<file path="src/rtl/noc_local_depacketizer.sv">
// Local-port depacketizer for one mesh node: reassembles head/body/tail flit
// packets into a payload word, applies ON_OFF back-pressure through a one-flit
// skid, checks destination coordinates and flit ordering, and counts packets.
module noc_local_depacketizer #(
  parameter int MY_X       = 3,
  parameter int MY_Y       = 3,
  parameter int BODY_FLITS = 5
) (
  input  logic                      clk,
  input  logic                      rst,
  input  logic [7:0]                flit_in,
  input  logic                      flit_valid,
  output logic                      on_off,
  output logic [6*BODY_FLITS+1:0]   pkt_data,
  output logic                      pkt_dest_err,
  output logic                      pkt_valid,
  input  logic                      pkt_ready,
  output logic [15:0]               pkt_count,
  output logic                      err_proto,
  output logic                      err_overflow,
  input  logic                      err_clr
);

  localparam int AW = 6 * BODY_FLITS;
  localparam int PW = AW + 2;
  localparam int CW = $clog2(BODY_FLITS + 1);

  localparam logic [1:0] T_HEAD = 2'b00;
  localparam logic [1:0] T_BODY = 2'b01;
  localparam logic [1:0] T_TAIL = 2'b10;

  typedef enum logic [1:0] {S_IDLE, S_BODY, S_TAIL} state_t;

  state_t          state_q;
  logic [CW-1:0]   cnt_q;
  logic [AW-1:0]   asm_q;
  logic            dest_err_q;
  logic [7:0]      skid_q;
  logic            skid_full_q;
  logic            skid_full_d;
  logic            on_off_q;
  logic [PW-1:0]   pkt_data_q;
  logic            pkt_dest_err_q;
  logic            pkt_valid_q;
  logic [15:0]     pkt_count_q;
  logic            err_proto_q;
  logic            err_overflow_q;

  logic            cur_vld;
  logic [7:0]      cur_flit;
  logic [1:0]      cur_type;
  logic            stall;
  logic            proc;
  logic            overflow;
  logic            proto_evt;
  logic            head_dest_err;

  // Select the flit to work on this cycle and decode stall/error events.
  always_comb begin
    cur_vld       = skid_full_q | flit_valid;
    cur_flit      = skid_full_q ? skid_q : flit_in;
    cur_type      = cur_flit[1:0];
    // Only a tail can complete a packet, so only a tail waits on the consumer.
    stall         = cur_vld && (cur_type == T_TAIL) && pkt_valid_q && !pkt_ready;
    proc          = cur_vld && !stall;
    // The skid is full exactly when a flit had to wait this cycle.
    skid_full_d   = stall;
    overflow      = flit_valid && skid_full_q;
    head_dest_err = (cur_flit[7:5] != MY_X[2:0]) || (cur_flit[4:2] != MY_Y[2:0]);
    proto_evt     = 1'b0;
    if (proc) begin
      case (cur_type)
        T_HEAD:  proto_evt = (state_q != S_IDLE);
        T_BODY:  proto_evt = (state_q != S_BODY);
        T_TAIL:  proto_evt = (state_q != S_TAIL);
        default: proto_evt = 1'b1;
      endcase
    end
  end

  // Reassembly FSM, skid, output register, counter and sticky error flags.
  always_ff @(posedge clk) begin
    if (rst) begin
      state_q        <= S_IDLE;
      cnt_q          <= '0;
      asm_q          <= '0;
      dest_err_q     <= 1'b0;
      skid_q         <= '0;
      skid_full_q    <= 1'b0;
      on_off_q       <= 1'b1;
      pkt_data_q     <= '0;
      pkt_dest_err_q <= 1'b0;
      pkt_valid_q    <= 1'b0;
      pkt_count_q    <= '0;
      err_proto_q    <= 1'b0;
      err_overflow_q <= 1'b0;
    end else begin
      skid_full_q <= skid_full_d;
      on_off_q    <= !skid_full_d;
      if (stall && !skid_full_q) skid_q <= flit_in;

      if (pkt_valid_q && pkt_ready) pkt_valid_q <= 1'b0;

      if (proc) begin
        case (cur_type)
          T_HEAD: begin
            // A head always (re)starts a packet, aborting any partial one.
            dest_err_q <= head_dest_err;
            asm_q      <= '0;
            cnt_q      <= '0;
            state_q    <= S_BODY;
          end
          T_BODY: begin
            if (state_q == S_BODY) begin
              for (int i = 0; i < BODY_FLITS; i++) begin
                if (cnt_q == CW'(i)) asm_q[AW-6-6*i +: 6] <= cur_flit[7:2];
              end
              cnt_q <= cnt_q + 1'b1;
              if (cnt_q == CW'(BODY_FLITS - 1)) state_q <= S_TAIL;
            end else begin
              state_q <= S_IDLE;
            end
          end
          T_TAIL: begin
            if (state_q == S_TAIL) begin
              pkt_data_q     <= {cur_flit[7:6], asm_q};
              pkt_dest_err_q <= dest_err_q;
              pkt_valid_q    <= 1'b1;
              pkt_count_q    <= pkt_count_q + 16'd1;
            end
            state_q <= S_IDLE;
          end
          default: ;
        endcase
      end

      // A new error in the same cycle as a clear keeps the flag set.
      if (proto_evt)    err_proto_q    <= 1'b1;
      else if (err_clr) err_proto_q    <= 1'b0;
      if (overflow)     err_overflow_q <= 1'b1;
      else if (err_clr) err_overflow_q <= 1'b0;
    end
  end

  assign on_off       = on_off_q;
  assign pkt_data     = pkt_data_q;
  assign pkt_dest_err = pkt_dest_err_q;
  assign pkt_valid    = pkt_valid_q;
  assign pkt_count    = pkt_count_q;
  assign err_proto    = err_proto_q;
  assign err_overflow = err_overflow_q;

endmodule

</file>
<file path="config.mk">
export PLATFORM = sky130hd
export DESIGN_NAME = noc_local_depacketizer
export DESIGN_NICKNAME = d
export VERILOG_FILES = /design/src/rtl/noc_local_depacketizer.sv
export SDC_FILE = /design/constraint.sdc
export NUM_CORES = 1
export LEC_CHECK = 0
export CORE_MARGIN = 3
export CORE_UTILIZATION = 50
export CTS_BUF_LIST = sky130_fd_sc_hd__clkbuf_4 sky130_fd_sc_hd__clkbuf_8
export CTS_CLUSTER_DIAMETER = 30
export DETAILED_ROUTE_END_ITERATION = 10
export HOLD_SLACK_MARGIN = 0.15
export PLACE_DENSITY = 0.75
export SLEW_MARGIN = 40
export SYNTH_ARGS = -nofsm -noshare
export SYNTH_HDL_FRONTEND = slang
export SYNTH_SLANG_ARGS = --single-unit
</file>
<file path="constraint.sdc">
create_clock -name clk -period 4.7 [get_ports clk]
set_clock_uncertainty 0.15 [all_clocks]
set_input_delay 0.47 -clock clk [delete_from_list [all_inputs] [get_ports clk]]
set_output_delay 0.47 -clock clk [all_outputs]
set_load 0.01 [all_outputs]
</file>
==> impl_metrics.tcl <==
set metrics [dict create \
    hold_depth 2 \
    antenna_found_initial 0 \
    clock.fmax_mhz 305 \
    r2r_start "skid_full_q" \
    drt_pass1_iterations 4 \
    critical_path.startpoint "skid_full_q" \
    r2r_cells 6 \
    critPathCapture "pkt_count[12]" \
    synth.top_cell.area_share 0.474 \
    synth_nets 485 \
    path_common_cell "or4_1" \
    synth_edf_count 0 \
    ant_nets 0 \
    setup_viol 0 \
    status "finished clean" \
    synth.cells.most_frequent "dfxtp_1 (98), nand2_1 (89), a21oi_1 (50), mux2i_1 (41), nand2b_1 (31)" \
    arrival_ns 3.42 \
    grt_pass1_wl_um 14500 \
    cts_resized 0 \
    synth.area.mux_share 0.121 \
    cts_tree "built" \
    dp.cells 607 \
    final_cells 623 \
    dr.first_iter.drc_count 101 \
    reg2reg_to "pkt_count[12]" \
    syn_area_um2 4140 \
    required_ns 4.84 \
    p_leak_nw 1.80 \
    drc 0 \
    maxCapViolations 0 \
    yosysUniqueCellTypes 39 \
    nets 539 \
    grt_overflow 0 \
    worstMarginPinSlew_ns 0.553 \
    synth.area.top_cells "dfxtp_1 (47%), mux2i_1 (9.9%), nand2_1 (8.1%), a21oi_1 (6.0%), nand2b_1 (4.7%)" \
    async_reset_ff_frac 0 \
    routedWlPerCell_um 13.5 \
    fin_crit_sh 0.697 \
    h-tree-depth 3 \
    synth_largest_area_cell "dfxtp_1" \
    synth_cells 462 \
    synth_top_family_by_area "simple AND/OR/NAND/NOR gates" \
    dieArea_um2 9410 \
    postSynthAreaPerCell_um2 8.96 \
    antenna_cells 0 \
    place.gp.congestion 0.802 \
    core_area_um2 7890 \
    crit_type "flop to flop" \
    die_x_um 97.0 \
    cts_setup_buffers 0 \
    synth_xor_area_frac 0.00846 \
    grt_max_degree 52 \
    start_kind "flop" \
    drive_above_1_share 0.0672 \
    cts.reportedPaths.clkPinSlew_ns 0.11 \
    fin_ws_ns 1.42 \
    dpl_worst_slack_ns 1.31 \
    cts_buffers 9 \
    fin_util 0.637 \
    clock-sinks 98 \
    start_util 0.525 \
    fin_setup_tns_ns 0 \
    rows 32 \
    relSlewSlack 0.631 \
    ys_seq_area_frac 0.474 \
    finalHoldViolCount 0 \
    rrSetupSlack_ns 1.42 \
    slew_violations 0 \
    synth-warning-count 0 \
    crit_fanout 19 \
    die_height_um 97.0 \
    io_buffers 65 \
    place_hpwl_um 5730 \
    synthSimpleGateAreaFrac 0.227 \
    postRouteWirelength_um 8430 \
    area_growth_pct 21.5 \
    yosys.area_share.adder 0.0302 \
    grt_setup_unrepaired "no" \
    cts_buffer_depth 2 \
    yosysMostFrequentCell "dfxtp_1" \
    first_global_vias 3044 \
    cts_root_buf "clkbuf_8" \
    vias 3315 \
    crit_path_end_kind "flop" \
    clk_latency_ns 0.36 \
    yosys_most_used_dff "dfxtp_1" \
    fin_crit_ns 3.28 \
    synth_compound_area_frac 0.102 \
    path_cells "mux2i_1, ha_1, nand3b_4, or4_1, or4_1, a21oi_1" \
    ioPinCount 66 \
    fill_cells 695 \
    track_usage 0.184 \
    via_per_inst 5.32 \
    peakVddDrop_uv 154 \
    cts.hold.buffers_added 0 \
    yosys_register_bits 98 \
    p_per_area_nw_per_um2 283 \
    cp_slowest_cell "or4_1" \
    critPathMaxStageDelay_ns 0.81 \
    hold_path.class "flop to flop" \
]
## power by group
group          switching [mW]  leakage (nW)  internal [mW]  total [mW]
Sequential            0.00308         0.790          0.834       0.837
Combinational          0.0394         0.914         0.0317      0.0711
Clock                   0.310        0.0940          0.204       0.514
## sequential cells by signal, summed over array words and instances (netlist names)
name and flops:
skid_full_q 1, err_proto 1, err_overflow 1, pkt_count 16, cnt_q 3, pkt_valid 1, pkt_data 32, dest_err_q 1
skid_q 8, asm_q 30, pkt_dest_err 1, state_q 2, on_off 1
## layout by cell type, fill, tap and decap left out, types with 5 or more instances in the layout
cell type	Yosys	final
mux2_2	8	8
o31ai_1	9	9
clkbuf_8	0	9
o21ai_0	6	6
nand2_1	89	89
buf_4	0	5
mux2i_1	41	41
nand3_1	10	10
nor2b_1	6	6
or4_1	10	10
nor2_1	20	20
inv_1	12	12
clkdlybuf4s50_1	0	64
nand2b_1	31	31
ha_1	10	10
dfxtp_1	98	98
a21oi_1	50	50
## cell type report
class | instances | area [um2] | share of cell area
Inverter | 12 | 45.0 | 0.00896
Multi-Input combinational cell | 326 | 2030 | 0.404
Tap cell | 102 | 128 | 0.0254
Sequential cell | 98 | 1960 | 0.390
Clock buffer | 9 | 124 | 0.0246
Timing Repair Buffer | 69 | 678 | 0.135
Clock inverter | 7 | 61.3 | 0.0122
## per-stage QoR
step / hold slack (ns) / power [mW] / instance area [um2]
after floorplan: 0.282 / 0.904 / 4140
after global placement: 0.294 / 0.926 / 4840
after detailed placement: 0.294 / 0.928 / 4840
after CTS: 0.308 / 1.43 / 5020
after global routing: 0.327 / 1.48 / 5030
final: 0.303 / 1.42 / 5030
## worst max-delay path: cells and delay by family (launching register included)
kind	cells	cell delay, ns
adder cells (fa/ha/maj)	1	0.34
multiplexers	1	0.38
AND/OR/NAND/NOR	3	1.53
flip-flops	1	0.68
AO/OA/AOI/OAI	1	0.14
## worst min path at each step
stage                       startpoint            to  slack (ns)
after floorplan             dest_err_q  pkt_dest_err        0.28
after global placement     pkt_data[1]   pkt_data[1]        0.29
after detailed placement     asm_q[12]  pkt_data[12]        0.29
after CTS                    asm_q[12]  pkt_data[12]        0.31
after global routing      pkt_data[14]  pkt_data[14]        0.33
final                        asm_q[12]  pkt_data[12]        0.30
## cells by family (layout without fill, tap and decap cells)
logic type      count (synthesis)  count (layout)
simple gates                  189             189
compound gates                 74              74
fa+ha+maj                      10              10
flops                          98              98
mux                            49              49
xor+xnor                        4               4
buf+inv                        38              97
## metal layers
metal,vias up,GRT usage,share of wire
met2,68,0.280,0.47
li1,1683,-,-
met5,-,0,0
met3,4,0.0469,0.048
met1,1560,0.257,0.48
met4,0,0.0562,0.0085
(Power assumes the default switching activity.)
